==> src/rtl/elastic_pipe_reg.sv <==
// elastic_pipe_reg: elastic pipeline register for a processor stage boundary
// (IF/ID, ID/EX, EX/MEM, MEM/WB).
//
// A DEPTH-entry circular buffer holds {pc, data} pairs. The upstream side
// uses a valid/ready handshake, and the downstream side sees the head entry.
// Pushed entries become visible one cycle later. There is no bypass from
// input to output. When the buffer is full, a push and a pop can happen in
// the same cycle (pop-through). Flush has priority over push and pop. It
// empties the buffer and rewinds both pointers.
//
// Ports:
//   clk, reset        clock; synchronous active-high reset
//   flush             discard every held entry and any entry offered now
//   in_valid/in_ready upstream handshake; in_pc/in_data carry the entry
//   out_valid/out_ready downstream handshake; out_pc/out_data show the head
//   occupancy         number of entries currently held
//
// Optional build macro ELASTIC_PIPE_STATS_EN adds three saturating 32-bit
// counters that only reset clears:
//   stall_cycles      cycles with in_valid && !in_ready && !flush
//   bubble_cycles     cycles with out_ready && !out_valid
//   flushed_entries   sum of occupancy + in_valid over flush cycles
module elastic_pipe_reg #(
  parameter int DATA_WIDTH = 64,
  parameter int PC_WIDTH   = 64,
  parameter int DEPTH      = 2,
  parameter int CNT_WIDTH  = $clog2(DEPTH + 1)
) (
  input  logic                  clk,
  input  logic                  reset,
  input  logic                  flush,
  input  logic                  in_valid,
  output logic                  in_ready,
  input  logic [PC_WIDTH-1:0]   in_pc,
  input  logic [DATA_WIDTH-1:0] in_data,
  output logic                  out_valid,
  input  logic                  out_ready,
  output logic [PC_WIDTH-1:0]   out_pc,
  output logic [DATA_WIDTH-1:0] out_data,
  output logic [CNT_WIDTH-1:0]  occupancy
`ifdef ELASTIC_PIPE_STATS_EN
  ,
  output logic [31:0]           stall_cycles,
  output logic [31:0]           bubble_cycles,
  output logic [31:0]           flushed_entries
`endif
);

  localparam int PTR_W = (DEPTH > 1) ? $clog2(DEPTH) : 1;

  typedef struct packed {
    logic [PC_WIDTH-1:0]   pc;
    logic [DATA_WIDTH-1:0] data;
  } entry_t;

  entry_t             mem [DEPTH];
  logic [PTR_W-1:0]   rd_ptr, wr_ptr;
  logic [CNT_WIDTH-1:0] count;
  logic               push, pop;

  // Wrap explicitly at DEPTH-1 so that depths that are not a power of two work.
  function automatic logic [PTR_W-1:0] ptr_inc(input logic [PTR_W-1:0] p);
    return (p == PTR_W'(DEPTH - 1)) ? '0 : p + PTR_W'(1);
  endfunction

  assign out_valid = (count != '0);
  // Pop-through: a full buffer still accepts when its head leaves this cycle.
  assign in_ready  = (count < CNT_WIDTH'(DEPTH)) || (out_valid && out_ready);
  assign push      = in_valid && in_ready && !flush;
  assign pop       = out_valid && out_ready && !flush;

  // The head is read straight from storage. After a flush it shows stale data
  // with out_valid=0, and consumers ignore it.
  assign out_pc    = mem[rd_ptr].pc;
  assign out_data  = mem[rd_ptr].data;
  assign occupancy = count;

  always_ff @(posedge clk) begin
    if (reset) begin
      rd_ptr <= '0;
      wr_ptr <= '0;
      count  <= '0;
      // Clearing storage makes the head read back as zero after reset.
      for (int i = 0; i < DEPTH; i++) mem[i] <= '0;
    end else if (flush) begin
      rd_ptr <= '0;
      wr_ptr <= '0;
      count  <= '0;
    end else begin
      if (push) begin
        mem[wr_ptr] <= '{pc: in_pc, data: in_data};
        wr_ptr      <= ptr_inc(wr_ptr);
      end
      if (pop) rd_ptr <= ptr_inc(rd_ptr);
      case ({push, pop})
        2'b10:   count <= count + CNT_WIDTH'(1);
        2'b01:   count <= count - CNT_WIDTH'(1);
        default: count <= count;
      endcase
    end
  end

`ifdef ELASTIC_PIPE_STATS_EN
  logic [32:0] fl_sum;
  assign fl_sum = {1'b0, flushed_entries} + 33'(count) + 33'(in_valid);

  always_ff @(posedge clk) begin
    if (reset) begin
      stall_cycles    <= '0;
      bubble_cycles   <= '0;
      flushed_entries <= '0;
    end else begin
      if (in_valid && !in_ready && !flush && stall_cycles != '1)
        stall_cycles <= stall_cycles + 32'd1;
      if (out_ready && !out_valid && bubble_cycles != '1)
        bubble_cycles <= bubble_cycles + 32'd1;
      if (flush)
        flushed_entries <= fl_sum[32] ? '1 : fl_sum[31:0];
    end
  end
`endif

endmodule

==> config.mk <==
export PLATFORM = sky130hd
export DESIGN_NAME = elastic_pipe_reg
export DESIGN_NICKNAME = d
export VERILOG_FILES = /design/src/rtl/elastic_pipe_reg.sv
export SDC_FILE = /design/constraint.sdc
export NUM_CORES = 1
export LEC_CHECK = 0
export ABC_CLOCK_PERIOD_IN_PS = 8900
export CAP_MARGIN = 40
export CORE_MARGIN = 2
export CORE_UTILIZATION = 40
export CTS_CLUSTER_DIAMETER = 40
export DETAILED_ROUTE_END_ITERATION = 7
export MAX_ROUTING_LAYER = met4
export PLACE_DENSITY = 0.66
export SYNTH_ARGS = -nofsm -noshare
export SYNTH_HDL_FRONTEND = slang
export SYNTH_SLANG_ARGS = --single-unit
==> constraint.sdc <==
create_clock -name clk -period 8.9 [get_ports clk]
set_input_delay 1.78 -clock clk [delete_from_list [all_inputs] [get_ports clk]]
set_output_delay 1.78 -clock clk [all_outputs]
set_load 0.05 [all_outputs]
**Yosys cells after proc, flatten, opt, wreduce, memory -nomap -nowiden**

Memories as Yosys holds them, arrays and structs flattened. A register that Yosys moved wholly into a read port is not among the register bits.
Index checks and enable logic that the tools add are counted.

- Memories: 1
- RAM bits: 256
- Register bits after elaboration: 4
- Word-level logic and storage cells: 35
- Output and inout port bits: 132
- Input port bits: 133

- Reductions and logical operators: 10
- Mux-type cells: 14
- Add/sub/neg operators: 4
- Equal/unequal tests: 2
- $lt $le $gt $ge: 1

Memories:

| memory | depth | width | read ports | clocked after memory_dff | wr ports | line | RTL |
|---|---|---|---|---|---|---|---|
| mem | 2 | 128 | 1 | 1 | 2 | 56 | `entry_t mem [DEPTH];` |

Operator list:

| kind | count |
|---|---|
| 2-to-1 mux 128 bit | 1 |
| OR reduction 128 bit | 1 |
| 2-to-1 mux 1 bit | 12 |
| logical AND 1 bit | 4 |
| one-hot mux 2 bit (2 select lines) | 1 |
| nonzero test 2 bit | 2 |
| adder 1 bit, second input constant | 2 |
| adder 2 x 1 -> 2 bit, second input constant | 1 |
| equality test 2 x 1 -> 1 bit, second input constant | 1 |
| equality test 2 bit, second input constant | 1 |
| < comparator 2 bit, second input constant | 1 |
| OR reduction 2 bit | 1 |
| subtractor 2 x 1 -> 2 bit, second input constant | 1 |
| logical NOT 1 bit | 1 |
| logical OR 1 bit | 1 |

**Depth between registers and ports, before layout**

- Depth in word-level cells: 11
- Mapped depth: 6
- Gate-level depth less buffers: 6

**Worst setup path before layout**

OpenSTA, ideal clock, no wires.

- Kind: input port to flip-flop
- Start: input port out_ready
- End: memory mem[1][0] in the netlist's numbering, enable pin
- Arrival: 5439 ps
- Slack: 2951 ps
- Library setup time: 510 ps
- Buffers on the path: 1
- Stages on the path: 5
- Cell sequence: nor2b_4 > inv_1 > nand4b_1 > buf_2 > nand2b_1

RTL lines:

| item | line | RTL |
|---|---|---|
| from (decl) | 37 | `input logic out_ready,` |
| to (decl) | 56 |  |

==> results by group <==
Run status
  • Run status: complete, no violations

Power and ir drop
  • Peak VDD IR: 0.113 mV
  • Clock share of power: 0.426
  • Sw frac: 0.246
  • Psw: 0.000806 W
  • Power Internal: 0.00248 W
  • Power Dens Cells: 209 mW/mm2
  • Sequential power share: 0.436
  • Leakage: 5.62 nW
  • Combinational fraction of design power: 0.138

Global route
  • Number of global-route vias before repair: 7426
  • Largest net degree at the start of global routing: 73
  • Global-route wire length before repair: 39800 um
  • Grt ovf: 0
  • Total GRT Usage: 0.174
  • Initial antenna violation count: 2

CTS
  • H-tree levels: 2
  • Clock transition at the registers of the reported paths: 0.05 ns
  • Max clock buf depth: 3
  • Hold-fix buffers at CTS: 0
  • Clock Sinks: 261
  • Post-CTS Setup Inserts: 0
  • Post-cts gate resize count: 0
  • Num CTS Buffers: 36
  • Worst-Skew Late Latency: 0.51 ns
  • TritonCTS clock tree: done
  • CTS Root Cell: clkbuf_16

Yosys
  • XOR/XNOR share of the synthesized area: 0.00229
  • Top FF cell, synth: edfxtp_1
  • Post-Synth Adder-Cell Area: 0.00109
  • #FFs+latches synth: 261
  • Ys async rst share: 0
  • Synth cell count leaders: nor2_1 (260), edfxtp_1 (256), nand2b_1 (130)
  • Synthesized Nets: 988
  • Mean Syn Cell Area: 13.5 um2
  • Compound-Gate Fraction of Synth Area: 0.00218
  • Post-synth EDFFs: 256
  • Yosys top cell area share: 0.669
  • Ys Warns: 0
  • Simple-Gate Fraction of Synth Area: 0.161
  • Netlist cell types: 19
  • Largest family of logic cells by synthesized area: simple AND/OR/NAND/NOR gates
  • Synth area leader: edfxtp_1
  • Multiplexer share of the synthesized area: 0.125
  • Seq/Total Area, Yosys: 0.678
  • Count leader, synth: nor2_1
  • Synth top area cells: edfxtp_1 (67%), mux2_2 (13%), nor2_1 (8.5%)
  • Mapped Cells: 854
  • Mapped Area: 0.0115 mm2

Finish
  • Fill count: 2451
  • Layout cells sized above 1: 0.181
  • Nets@finish: 1247
  • Area Growth Syn to Fin: 36.5%

Timing
  • Period utilisation layout: 0.570
  • Fmax: 197 MHz
  • Slew Limit Fails: 0
  • Total negative slack: 0 ns
  • Worst hold slack: 0.511 ns
  • Final Hold Fails: 0
  • Normalized max-slew margin: 0.431
  • Final worst path period need: 5.07 ns
  • Worst Skew: 0.0126 ns
  • Worst-margin pin slew: 0.853 ns
  • RSZ-0062 raised after global routing: no
  • Setup violators final: 0

Floorplanning
  • Die Width: 173 um
  • Die Y-Extent: 173 um
  • Die area: 0.0301 mm2
  • # rows: 62
  • Core area: 0.0285 mm2
  • Initial core utilization: 0.404
  • # IOs: 265

Routing
  • Initial DRC Count: 473
  • Via Count: 7271
  • First-pass DRT Iterations: 6
  • WL/cell: 16.8 um
  • Via/cell ratio: 4.77
  • DRC Markers: 0
  • Routed Antenna Nets: 0
  • Final WL: 25700 um

Worst setup path
  • Crit. End Element: output pin
  • Critical Path Source Type: flip-flop
  • CP required: 7.12 ns
  • Arrival time at the worst endpoint: 3.29 ns
  • Crit Path Category: reg2out
  • Crit Path Max Fanout: 57

Run
  • Max-cap viol count: 0

Placement
  • Post-DP HPWL: 15600 um
  • Buffers on Ports: 264
  • GPL Wtd Cong: 0.717

Min path
  • Worst min-delay path class: reg2reg
-- power groups by stage --
stage	sequential [W]	clock [W]	combinational (W)
after floorplan	0.00146	0	0.000278
after global placement	0.00146	0	0.000449
after detailed placement	0.00146	0	0.000457
after CTS	0.00143	0.00143	0.000460
after global routing	0.00144	0.00148	0.000478
final	0.00143	0.00140	0.000453
-- state kept, by name, summed over array words and instances (netlist names), named ones only --
signal and cells:
mem 256, occupancy 2, rd_ptr 1, wr_ptr 1
-- critical path: stages (launching register included) --
cell and delay, ns:
dfxtp_4 0.51, buf_16 0.31, buf_4 0.69, mux2_2 0.45, clkdlybuf4s50_1 0.71
-- cell usage in the layout, fill, tap and decap left out, types with 2 or more instances in the layout --
cell type,netlist,routed
inv_1,2,2
mux2_2,128,128
buf_16,0,5
buf_4,0,9
or3_1,3,3
nor2_1,260,260
a21oi_1,2,2
nand2b_1,130,128
clkbuf_16,0,37
clkbuf_1,17,4
clkinvlp_4,0,5
clkinv_1,0,3
xor2_1,2,2
inv_6,0,4
nand2b_4,0,2
clkinv_2,0,4
edfxtp_1,256,256
diode_2,0,2
or2_2,2,2
o21ai_0,3,3
bufinv_16,0,4
clkdlybuf4s50_1,0,263
clkinv_4,0,3
dfxtp_1,5,4
-- area by class of cell --
class / instances / area, um2 / area share
antenna: 2 / 5.00 / 0.000319
inverter: 2 / 7.51 / 0.000479
multi-input combinational: 535 / 3370 / 0.215
sequential: 261 / 7790 / 0.497
clock buffer: 41 / 941 / 0.0600
tap: 384 / 480 / 0.0306
timing repair buffer: 277 / 2840 / 0.181
clock inverter: 23 / 250 / 0.0160
-- final timing paths --
kind	from	endpoint	slack, ns	cells after the start
setup / recovery	flip-flop	out_data[0]	3.83	4
hold / removal	wr_ptr$_SDFFE_PP0P_	wr_ptr$_SDFFE_PP0P_	0.51	2
setup reg to reg	occupancy[1]$_SDFFE_PP0P_	mem[0][49]$_SDFFCE_PN0P_	5.97	4
hold reg to reg	wr_ptr$_SDFFE_PP0P_	wr_ptr$_SDFFE_PP0P_	0.51	2
-- per-stage QoR --
step | cell area, um2 | std cells | power, W | worst slack (ns) | util
global route | 15700 | 1525 | 0.00339 | 3.70 | 0.551
finish | 15700 | 1525 | 0.00328 | 3.83 | 0.551
floorplan | 11500 | 854 | 0.00174 | 2.95 | -
CTS | 15700 | 1523 | 0.00332 | 3.80 | 0.551
global placement | 14400 | 1454 | 0.00190 | 3.85 | 0.504
detailed placement | 14500 | 1459 | 0.00191 | 3.90 | 0.509
-- kinds of logic after synthesis --
| family | count (synthesis) |
|---|---|
| and+or+nand+nor | 398 |
| adders and majority gates | 1 |
| muxes | 128 |
| DFF | 261 |
| AOI/OAI and AO/OA | 5 |
| xor gates and xnor gates | 3 |
| buffers and inverters | 58 |
-- routing by layer --
metal,vias up,part of all wire,GRT usage
met1,3499,0.42,0.220
met3,50,0.081,0.0489
li1,3478,-,-
met2,244,0.47,0.275
met4,0,0.022,0.0491
met5,-,0,-
Note: power is estimated with default switching activity, not from simulation.
